<file path="config.mk">
export PLATFORM = sky130hd
export DESIGN_NAME = apb_arbiter
export DESIGN_NICKNAME = d
export VERILOG_FILES = /design/src/rtl/apb_arbiter_pkg.sv /design/src/rtl/apb_timeout_counter.sv /design/src/rtl/apb_arbiter.sv
export SDC_FILE = /design/constraint.sdc
export NUM_CORES = 1
export LEC_CHECK = 0
export ABC_CLOCK_PERIOD_IN_PS = 1810
export BUFFER_PORTS_ARGS = -buffer_cell sky130_fd_sc_hd__buf_2
export CORE_MARGIN = 3
export CORE_UTILIZATION = 40
export DETAILED_ROUTE_END_ITERATION = 8
export GPL_TIMING_DRIVEN = 1
export PLACE_DENSITY = 0.74
export SLEW_MARGIN = 40
export SYNTH_ARGS = -nofsm -noshare
export SYNTH_HDL_FRONTEND = slang
export SYNTH_HIERARCHICAL = 1
export SYNTH_SLANG_ARGS = --single-unit
</file>
<file path="constraint.sdc">
create_clock -name clk -period 1.81 [get_ports clk]
set_clock_uncertainty 0.1 [all_clocks]
set_input_delay 0.362 -clock clk [delete_from_list [all_inputs] [get_ports clk]]
set_output_delay 0.362 -clock clk [all_outputs]
set_load 0.05 [all_outputs]
</file>
<file path="src/rtl/apb_arbiter_pkg.sv">
// Shared types, grant IDs and default sizes for the two-master APB arbiter.
package apb_arbiter_pkg;

  localparam int DEFAULT_ADDR_WIDTH     = 32;
  localparam int DEFAULT_DATA_WIDTH     = 32;
  localparam int DEFAULT_TIMEOUT_CYCLES = 255;
  localparam int TIMEOUT_COUNT_WIDTH    = 16;

  typedef enum logic [1:0] {
    IDLE   = 2'd0,
    SETUP  = 2'd1,
    ACCESS = 2'd2,
    DONE   = 2'd3
  } arb_state_t;

  typedef logic grant_t;

  localparam grant_t GRANT_M0 = 1'b0;
  localparam grant_t GRANT_M1 = 1'b1;

  // Under contention the master that did not win last time gets the bus.
  function automatic grant_t pick_grant(input logic req_m0, input logic req_m1,
                                        input grant_t last_grant);
    if (req_m0 && req_m1) begin
      return (last_grant == GRANT_M0) ? GRANT_M1 : GRANT_M0;
    end else if (req_m1) begin
      return GRANT_M1;
    end else begin
      return GRANT_M0;
    end
  endfunction

endpackage

</file>
<file path="src/rtl/apb_timeout_counter.sv">
// Access-phase watchdog counter: cleared in SETUP, counts stalled ACCESS cycles,
// flags expiry once the count reaches LIMIT.
module apb_timeout_counter
  import apb_arbiter_pkg::*;
#(
  parameter int LIMIT = DEFAULT_TIMEOUT_CYCLES
) (
  input  logic clk,
  input  logic resetn,
  input  logic clear,
  input  logic enable,
  output logic expired
);

  logic [TIMEOUT_COUNT_WIDTH-1:0] count;

  assign expired = (count == TIMEOUT_COUNT_WIDTH'(LIMIT));

  always_ff @(posedge clk or negedge resetn) begin
    if (!resetn) begin
      count <= '0;
    end else if (clear) begin
      count <= '0;
    end else if (enable && !expired) begin
      count <= count + TIMEOUT_COUNT_WIDTH'(1);
    end
  end

endmodule

</file>
<file path="src/rtl/apb_arbiter.sv">
// Two-master APB3 arbiter: round-robin grant, clean slave-side replay, response to owner only.
// Define APB_ARBITER_TIMEOUT_EN to terminate hung slave accesses with an error.
module apb_arbiter
  import apb_arbiter_pkg::*;
#(
  parameter int ADDR_WIDTH     = DEFAULT_ADDR_WIDTH,
  parameter int DATA_WIDTH     = DEFAULT_DATA_WIDTH,
  parameter int TIMEOUT_CYCLES = DEFAULT_TIMEOUT_CYCLES
) (
  input  logic                  clk,
  input  logic                  resetn,
  input  logic [ADDR_WIDTH-1:0] m0_apb_paddr,
  input  logic                  m0_apb_psel,
  input  logic                  m0_apb_penable,
  input  logic                  m0_apb_pwrite,
  input  logic [DATA_WIDTH-1:0] m0_apb_pwdata,
  output logic [DATA_WIDTH-1:0] m0_apb_prdata,
  output logic                  m0_apb_pready,
  output logic                  m0_apb_pslverror,
  input  logic [ADDR_WIDTH-1:0] m1_apb_paddr,
  input  logic                  m1_apb_psel,
  input  logic                  m1_apb_penable,
  input  logic                  m1_apb_pwrite,
  input  logic [DATA_WIDTH-1:0] m1_apb_pwdata,
  output logic [DATA_WIDTH-1:0] m1_apb_prdata,
  output logic                  m1_apb_pready,
  output logic                  m1_apb_pslverror,
  output logic [ADDR_WIDTH-1:0] s_apb_paddr,
  output logic                  s_apb_psel,
  output logic                  s_apb_penable,
  output logic                  s_apb_pwrite,
  output logic [DATA_WIDTH-1:0] s_apb_pwdata,
  input  logic [DATA_WIDTH-1:0] s_apb_prdata,
  input  logic                  s_apb_pready,
  input  logic                  s_apb_pslverror
);

  arb_state_t            state;
  grant_t                owner;
  grant_t                last_grant;
  grant_t                next_grant;
  logic [DATA_WIDTH-1:0] prdata_q;
  logic                  timeout_expired;
  logic                  rsp_err;

  assign next_grant    = pick_grant(m0_apb_psel, m1_apb_psel, last_grant);
  assign m0_apb_prdata = prdata_q;
  assign m1_apb_prdata = prdata_q;
  assign rsp_err       = s_apb_pready ? s_apb_pslverror : 1'b1;

  // Requests are psel alone, so the masters' own access-phase flag is never looked at.
  logic unused_penable;
  assign unused_penable = m0_apb_penable | m1_apb_penable;

`ifdef APB_ARBITER_TIMEOUT_EN
  apb_timeout_counter #(
    .LIMIT(TIMEOUT_CYCLES)
  ) u_timeout (
    .clk    (clk),
    .resetn (resetn),
    .clear  (state == SETUP),
    .enable ((state == ACCESS) && !s_apb_pready),
    .expired(timeout_expired)
  );
`else
  assign timeout_expired = 1'b0;
  logic unused_timeout_cfg;
  assign unused_timeout_cfg = ^TIMEOUT_CYCLES;
`endif

  // Slave pready takes priority over a watchdog expiry arriving in the same cycle.
  always_ff @(posedge clk or negedge resetn) begin
    if (!resetn) begin
      state            <= IDLE;
      owner            <= GRANT_M0;
      last_grant       <= GRANT_M1;
      prdata_q         <= '0;
      s_apb_paddr      <= '0;
      s_apb_psel       <= 1'b0;
      s_apb_penable    <= 1'b0;
      s_apb_pwrite     <= 1'b0;
      s_apb_pwdata     <= '0;
      m0_apb_pready    <= 1'b0;
      m1_apb_pready    <= 1'b0;
      m0_apb_pslverror <= 1'b0;
      m1_apb_pslverror <= 1'b0;
    end else begin
      m0_apb_pready    <= 1'b0;
      m1_apb_pready    <= 1'b0;
      m0_apb_pslverror <= 1'b0;
      m1_apb_pslverror <= 1'b0;
      case (state)
        IDLE: begin
          if (m0_apb_psel || m1_apb_psel) begin
            owner        <= next_grant;
            s_apb_paddr  <= (next_grant == GRANT_M1) ? m1_apb_paddr  : m0_apb_paddr;
            s_apb_pwrite <= (next_grant == GRANT_M1) ? m1_apb_pwrite : m0_apb_pwrite;
            s_apb_pwdata <= (next_grant == GRANT_M1) ? m1_apb_pwdata : m0_apb_pwdata;
            s_apb_psel   <= 1'b1;
            state        <= SETUP;
          end
        end
        SETUP: begin
          s_apb_penable <= 1'b1;
          state         <= ACCESS;
        end
        ACCESS: begin
          if (s_apb_pready || timeout_expired) begin
            s_apb_psel    <= 1'b0;
            s_apb_penable <= 1'b0;
            prdata_q      <= (s_apb_pready && !s_apb_pwrite) ? s_apb_prdata : '0;
            state         <= DONE;
            if (owner == GRANT_M1) begin
              m1_apb_pready    <= 1'b1;
              m1_apb_pslverror <= rsp_err;
            end else begin
              m0_apb_pready    <= 1'b1;
              m0_apb_pslverror <= rsp_err;
            end
          end
        end
        DONE: begin
          last_grant <= owner;
          state      <= IDLE;
        end
        default: state <= IDLE;
      endcase
    end
  end

endmodule
</file>
==> run summary <==
outcome -> completed
fin crit share -> 93.4%
post-route minimum period -> 1.69 ns
Fmax -> 592 MHz
clock root buffer -> clkbuf_16
Compound-Gate Fraction of Synth Area -> 22.1%
via/cell ratio -> 4.77
WL per Instance -> 14.8 µm
Design Power -> 15.3 mW
Synth Instances -> 565
# IOs -> 305
Slew Viols, Final -> 0
Placed Cells -> 988
simple-gate share of the synthesized area -> 16.2%
vias in the first global route -> 4,567
Fillers -> 1,162
maxcap violations -> 0
Worst Max-Slew Pin Slew -> 0.329 ns
first-pass GRT wire length -> 23.1 mm
fin util -> 56.0%
clock transition at the registers of the reported paths -> 0.07 ns
Slew headroom -> 78.0%
adder-cell share of the synthesized area -> 1.41%
final wirelength -> 14.9 mm
critical path endpoint category -> register
Pre-antenna DRT Iters -> 5
fin cells -> 1,005
crit path DAT -> 1.82 ns
hold_sp -> m0_apb_paddr[30]
via count -> 4,792
crit path kind -> register to register
Final Hold Viols -> 0
Post-synth EDFFs -> 0
H-tree level count -> 3
unrepaired setup endpoints after global routing -> false
Initial DRC Count -> 185
Hold Path Stages -> 3
initial antenna violation count -> 0
initial core utilization -> 41.5%
asr flop ratio synth -> 100%
DRC Markers -> 0
Die Area -> 14,700 µm²
clk buf depth -> 2
most frequent cells in the layout -> 301 x buf_2, 106 x dfrtp_1, 99 x nand2_1
Die Span Y -> 121 µm
maximum VDD drop -> 0.00110 V
Power Dens Cells -> 2130 nW/µm²
TritonCTS clock tree -> yes
FF-to-FF End -> state[1]$_DFFE_PN0P_
Tightest Hold Check Type -> input port to register
# rows -> 41
Pleak -> 3.61 nW
port bufs -> 302
Total Routing Usage GR -> 19.7%
post-synth cell types -> 29
FF-to-FF path depth -> 5
placed instance area -> 6860 µm²
post-synthesis mux area share -> 0.987%
total grt overflow -> 0
CTS sink count -> 107
share of layout cells above drive strength 1 -> 50.5%
most used flip-flop cell after synthesis -> dfrtp_1
routability congestion estimate -> 0.804
fin nets -> 1,004
register area share after synthesis -> 50.3%
Critical R2R Launch -> state[0]$_DFFE_PN0P_
Synth Area in XOR/XNOR -> 0%
Syn. warnings -> 6
reg2reg setup slack -> 0.12 ns
Area Overhead vs Synth -> 34.9%
Finished Cell Area -> 7190 µm²
Syn Nets -> 741
Setup Buffers After CTS -> 0
Syn Area/Cell -> 9.43 µm²
worst path required time -> 1.93 ns
commonest non-fill, non-tap cell in the layout -> buf_2
ant diodes -> 0
dpl hpwl -> 11.2 mm
Die Wd -> 121 µm
final setup fails -> 0
setup total negative slack -> 0 ns
largest net degree at the start of global routing -> 65
Yosys reg bits -> 107
floorplan core area -> 12,800 µm²
largest family of logic cells by synthesized area -> compound AO/OA/AOI/OAI gates
hold worst-path end -> s_apb_paddr[30]$_DFFE_PN0P_
clock buffer count from CTS -> 9
antenna violation net count after detailed routing -> 0
worst-path maximum fanout -> 5
Worst setup SP type -> register
Mapped Area -> 5330 µm²
clk_lat worst skew -> 0.34 ns
==> cell usage after synthesis (3+ instances only) <==
master	count	share of area [%]
buf_2	13	1.2
o21ai_1	28	2.6
ha_1	6	1.4
buf_8	4	1.1
dfrtp_1	106	50
a21oi_2	80	13
buf_4	38	5.4
inv_1	3	0.21
a21oi_1	51	4.8
mux2i_1	3	0.56
nor2_1	69	4.9
clkbuf_1	13	0.92
nand2_1	100	7.0
nand2b_1	32	3.8
o21ai_0	5	0.47
==> timing repair <==
item | CTS | global route
gates resized for setup | 0 | 2
hold buffers | 1 | 0
endpoints found under the setup margin | 0 | 61
hold endpoints to repair | 21 | 0
==> cells by family after synthesis <==
logic type | Yosys count
AO/OA/AOI/OAI | 170
adder cells (fa/ha/maj) | 6
buffers and inverters | 72
flip-flops | 107
multiplexers | 5
AND/OR/NAND/NOR | 205
==> worst max-delay path by stage <==
stage	start	end
after floorplan	state[0]$_DFFE_PN0P_	s_apb_paddr[10]$_DFFE_PN0P_
after global placement	state[0]$_DFFE_PN0P_	s_apb_pwdata[28]$_DFFE_PN0P_
after detailed placement	state[0]$_DFFE_PN0P_	s_apb_paddr[16]$_DFFE_PN0P_
after CTS	state[0]$_DFFE_PN0P_	s_apb_paddr[16]$_DFFE_PN0P_
after global routing	state[0]$_DFFE_PN0P_	state[1]$_DFFE_PN0P_
final	state[0]$_DFFE_PN0P_	state[1]$_DFFE_PN0P_
==> metrics by stage <==
| stage | worst slack [ns] | hold WS, ns |
|---|---|---|
| floorplan | 0.231 | -0.0336 |
| global placement | 0.106 | 0.188 |
| detailed placement | 0.0855 | 0.187 |
| CTS | 0.0671 | 0.128 |
| global route | 0.00289 | 0.140 |
| finish | 0.120 | 0.142 |
==> sequential cells by signal (all words and copies together) (netlist names) <==
| signal | flops |
|---|---|
| m1_apb_pslverror | 1 |
| m0_apb_pslverror | 1 |
| m0_apb_pready | 1 |
| owner | 1 |
| s_apb_penable | 1 |
| s_apb_paddr | 32 |
| s_apb_pwdata | 32 |
| m1_apb_pready | 1 |
| state | 2 |
| last_grant | 1 |
| m0_apb_prdata | 32 |
| s_apb_pwrite | 1 |
| s_apb_psel | 1 |
==> per-layer routing <==
metal | share of wire (%) | global-route usage [%] | vias up | routed length [µm]
met3 | 7.8 | 4.66 | 18 | 1160
li1 | - | - | 2348 | -
met4 | 1.7 | 7.14 | 0 | 252
met5 | 0 | 0 | - | 0
met2 | 50 | 33.4 | 210 | 7410
met1 | 41 | 24.5 | 2216 | 6090
==> layout make-up <==
type | instances | area, µm² | share of cell area [%]
Clock inverter | 2 | 35.0 | 0.488
Inverter | 3 | 11.3 | 0.157
Clock buffer | 14 | 264 | 3.67
Timing Repair Buffer | 321 | 1780 | 24.8
Tap cell | 172 | 215 | 2.99
Sequential cell | 107 | 2680 | 37.3
Multi-Input combinational cell | 386 | 2200 | 30.6
==> where the power goes <==
group	internal (mW)	switching, mW	total (mW)
combinational	2.39	6.86	9.25
clock	1.15	0.848	2.00
sequential	3.45	0.598	4.05
total	6.99	8.30	15.3
==> worst max-delay path, stage by stage (launching register included) <==
cell and delay, ns:
dfrtp_1 0.39, inv_1 0.14, ha_1 0.23, nor2b_1 0.14
a21oi_1 0.23, mux2_1 0.35
No activity file was read; power rests on OpenSTA's default activity.
